[src/rtl/ex_flags_stage.sv]
// EX/MEM stage after the 8-bit ALU: registers result/write-back control and owns the C/Z flags.
// Define FLAG_SHADOW_EN to build the {C,Z} shadow register driven by flag_save/flag_restore.
module ex_flags_stage #(
  parameter int DW = 8,
  parameter int RW = 3
) (
  input  logic          clk,
  input  logic          rst_n,
  input  logic          in_valid,
  input  logic [DW-1:0] in_result,
  input  logic          in_cout,
  input  logic [3:0]    in_fn,
  input  logic [RW-1:0] in_rd,
  input  logic          in_wr_en,
  input  logic          stall,
  input  logic          flush,
  input  logic          flag_save,
  input  logic          flag_restore,
  output logic          out_valid,
  output logic [DW-1:0] out_result,
  output logic [RW-1:0] out_rd,
  output logic          out_wr_en,
  output logic          flag_c,
  output logic          flag_z,
  output logic          illegal
);

  function automatic logic is_zero(input logic [DW-1:0] v);
    return (v == '0);
  endfunction

  function automatic logic fn_legal(input logic [3:0] fn);
    return ~(fn[3] & fn[2]);
  endfunction

  // Logic ops (01xx) leave carry alone; arithmetic and shifts update it.
  function automatic logic fn_sets_c(input logic [3:0] fn);
    return (fn[3:2] != 2'b01);
  endfunction

  logic cap;
  logic legal;
  logic bubble;
  logic upd_z;
  logic upd_c;

  assign cap    = in_valid & ~stall & ~flush;
  assign legal  = fn_legal(in_fn);
  assign bubble = (~stall | flush) & ~cap;
  assign upd_z  = cap & legal;
  assign upd_c  = upd_z & fn_sets_c(in_fn);

  // EX -> MEM boundary
  always_ff @(posedge clk or negedge rst_n) begin
    if (!rst_n) begin
      out_valid  <= 1'b0;
      out_result <= '0;
      out_rd     <= '0;
      out_wr_en  <= 1'b0;
      illegal    <= 1'b0;
    end else begin
      if (cap) begin
        out_valid  <= 1'b1;
        out_result <= in_result;
        out_rd     <= in_rd;
        out_wr_en  <= in_wr_en & legal;
        if (!legal) illegal <= 1'b1;
      end else if (bubble) begin
        out_valid <= 1'b0;
        out_wr_en <= 1'b0;
      end
    end
  end

`ifdef FLAG_SHADOW_EN
  logic shadow_c;
  logic shadow_z;

  always_ff @(posedge clk or negedge rst_n) begin
    if (!rst_n) begin
      flag_c   <= 1'b0;
      flag_z   <= 1'b0;
      shadow_c <= 1'b0;
      shadow_z <= 1'b0;
    end else begin
      if (flag_save) begin
        shadow_c <= flag_c;
        shadow_z <= flag_z;
      end
      // Restore takes priority over an instruction's flag update in the same cycle.
      if (flag_restore) begin
        flag_c <= shadow_c;
        flag_z <= shadow_z;
      end else begin
        if (upd_c) flag_c <= in_cout;
        if (upd_z) flag_z <= is_zero(in_result);
      end
    end
  end
`else
  logic unused_shadow_ctl;
  assign unused_shadow_ctl = flag_save ^ flag_restore;

  always_ff @(posedge clk or negedge rst_n) begin
    if (!rst_n) begin
      flag_c <= 1'b0;
      flag_z <= 1'b0;
    end else begin
      if (upd_c) flag_c <= in_cout;
      if (upd_z) flag_z <= is_zero(in_result);
    end
  end
`endif

endmodule

[config.mk]
export PLATFORM = sky130hd
export DESIGN_NAME = ex_flags_stage
export DESIGN_NICKNAME = d
export VERILOG_FILES = /design/src/rtl/ex_flags_stage.sv
export SDC_FILE = /design/constraint.sdc
export NUM_CORES = 1
export LEC_CHECK = 0
export CAP_MARGIN = 25
export CORE_AREA = 5 5 50 52
export DETAILED_ROUTE_END_ITERATION = 8
export DIE_AREA = 0 0 55 57
export GPL_ROUTABILITY_DRIVEN = 0
export GPL_TIMING_DRIVEN = 0
export PLACE_DENSITY = 0.73
export SYNTH_ARGS = -nofsm -noshare
export SYNTH_HDL_FRONTEND = slang
export SYNTH_SLANG_ARGS = --single-unit
[constraint.sdc]
create_clock -name clk -period 1 [get_ports clk]
set_input_delay 0.2 -clock clk [delete_from_list [all_inputs] [get_ports clk]]
set_output_delay 0.2 -clock clk [all_outputs]
set_load 0.005 [all_outputs]
==> impl_results.md <==
* Most common cell after layout, fill and taps aside: buf_2
* Core area at 2060 µm²
* Failing checks: negative setup slack
* Post-synthesis adder-cell area fraction at 0
* Vias at 535
* MaxCap Viol Count at 0
* First-pass GRT wire length at around 2600 µm
* First drt pass iteration count at 4
* Main combinational cell family by area after synthesis: multiplexers
* WL per Instance at 12.9 µm
* Synth Area in XOR/XNOR at 0
* Nets at between 100 and 150
* Worst hold path type: input pin to flop
* WL final at about 1500 µm
* Top Ports at 40
* Register area share after synthesis at 0.615
* Fin crit share at 1.00
* Final setup violation count at 3
* Crit path max-delay cell type: dfrtp_1
* Number of synthesized register bits at 16
* Setup slack after layout at -0.00355 ns
* Gr usage total at 0.112
* Mux share of post-synthesis cell area at 0.238
* VDD IR max at 0.000902 V
* Synth Net Count at 66
* Final hold vios at 0
* Vias in the first global route at 567
* Hold_buf cts at 0
* Tmin final at 1.00 ns
* Diode count at 0
* Initial DRC count at 3
* Clock latency at the later pin of the worst-skew pair at around 0.28 ns
* Max incr delay on CP at 0.39 ns
* Ys Warns at 0
* Maximum clock frequency at ~1000 MHz
* CP bufs+invs at 1
* IO Port Bufs at 35
* Grt ovf at 0
* Via/cell ratio at ~4.5
* Setup CP Type: flop to primary output
* CTS Buf Count at 3
* RSZ-0062 raised after global routing: true
* Grt met2 use at 0.164
* Mapped Cells at 42
* Post-Synth Simple-Gate Area at 0.0712
* Synth Area per Inst at 15.5 µm²
* Die ar. at 3140 µm²
* Mapped cell area at 651 µm²
* CP top delay family: flip-flops
* Status: finished with violations
* Largest net degree at the start of global routing at 17
* WP data arrival at around 0.8 ns
* Starting density of the core at 0.315
* Compound-Gate Fraction of Synth Area at 0.0462
* Max Slew Vio Count at 0
* Area Growth Syn to Fin at 64.6%
* Relative slew slack at 0.516
* Routed Antenna Nets at 0
* Share of cells above drive strength 1 at 0.549
* Root buffer cell: clkbuf_4
* Dpl hpwl at 1170 µm
* Final Cell Area at 1070 µm²
* Skew final at 0 ns
* Lkg Pwr at approximately 0.00051 µW
* CTS H-tree depth at 1
* CTS tree: yes
* Die H at 57 µm
* GR Util met1 at 0.140
* Die Wd at 55 µm
* Dpl ws at -0.749 ns
* Crit-path cells: buf_2
* # DRC at 0
* Met3 Usage GRT at 0.0574
* Worst-path maximum fanout at 2
* Num rows at 17
* WP data required at 0.80 ns
* CP Launch Type: flop
* Worst-path clk slew at around 0.090 ns
* Worst slew pin tran at 0.724 ns
* Num Clock Sinks at 16
* Max Root-Sink Buffers at 2
* Crit. End Element: primary output
* Yosys cell types at 13
* Initial antenna violation count at 0
* GRT busiest layer: met2
* Commonest cells after routing, fill and taps aside: buf_2 (18), dfrtp_1 (16), clkdlybuf4s50_1 (15), mux2_2 (10), buf_4 (10)
* PD cells at 1500 nW/µm²
* Area after DPL at 1040 µm²
==> power breakdown <==
group | internal (µW) | total, µW | leakage, µW | switching [µW]
combinational | 255 | 387 | 0.000294 | 132
clock | 222 | 425 | 0.0000210 | 203
sequential | 751 | 796 | 0.000193 | 45.6
==> metal layers <==
metal	wire (µm)	vias up
met1	669	256
met4	16	0
met3	168	2
li1	-	252
met2	684	25
met5	0	-
==> metrics by stage <==
stage | utilization | setup TNS (ns) | total power, µW | cells | hold WS (ns)
6_report | 0.519 | -0.00548 | 1610 | 119 | 0.0927
5_1_grt | 0.519 | -0.699 | 1720 | 119 | 0.0854
4_1_cts | 0.508 | -0.114 | 1630 | 118 | 0.112
3_5_place_dp | 0.504 | -13.57 | 1280 | 105 | 0.462
3_3_place_gp | 0.504 | -12.98 | 1270 | 105 | 0.457
2_1_floorplan | - | -0.604 | 945 | 42 | -0.0956
==> worst paths after layout <==
kind / from / to / slack [ns] / cells past startpoint
worst max-delay path: out_result[5] / out_result[5] / -0.004 / 1
worst min-delay path: flush / out_valid / 0.09 / 2
worst max register to register: out_valid / out_valid / 0.08 / 4
worst min register to register: out_result[0] / out_result[0] / 0.51 / 1
max in group asynchronous: rst_n / out_rd[0] / 0.21 / 1
min in group asynchronous: rst_n / out_result[1] / 0.34 / 1
==> kinds of logic after synthesis <==
family,count (synthesis)
and+or+nand+nor,6
AOI/OAI and AO/OA,3
muxes,14
buffers and inverters,3
DFF,16
==> state kept, by name (all words and copies together) (netlist names) <==
signal and cells:
out_rd 3, flag_c 1, illegal 1, out_wr_en 1, out_valid 1, flag_z 1, out_result 8
==> what timing repair did <==
item | in CTS | in global routing
setup endpoints to repair | 31 | 22
gates resized for setup | 77 | 4
buffers inserted | 8 | 1
hold endpoints to repair | 0 | 0
gates cloned | 1 | 0
pin swaps | 1 | 1
==> cells in the mapped netlist <==
cell type	count	area, µm²
a31o_2	1	8.76
nor4_1	2	12.5
mux2_2	12	135
dfrtp_1	16	400
inv_1	2	7.51
a32o_1	1	10.0
buf_6	1	11.3
nor3b_4	1	18.8
mux2i_1	2	20.0
and2b_1	1	7.51
a21boi_2	1	11.3
nor2_1	1	3.75
nand2_1	1	3.75
==> area by class of cell <==
class	instances	area [µm²]
inverter	2	7.51
timing repair buffer	45	335
tap	28	35.0
sequential	16	400
clock buffer	4	36.3
fill	199	992
multi-input combinational	23	245
buffer	1	11.3
Note: power is estimated with default switching activity, not from simulation.
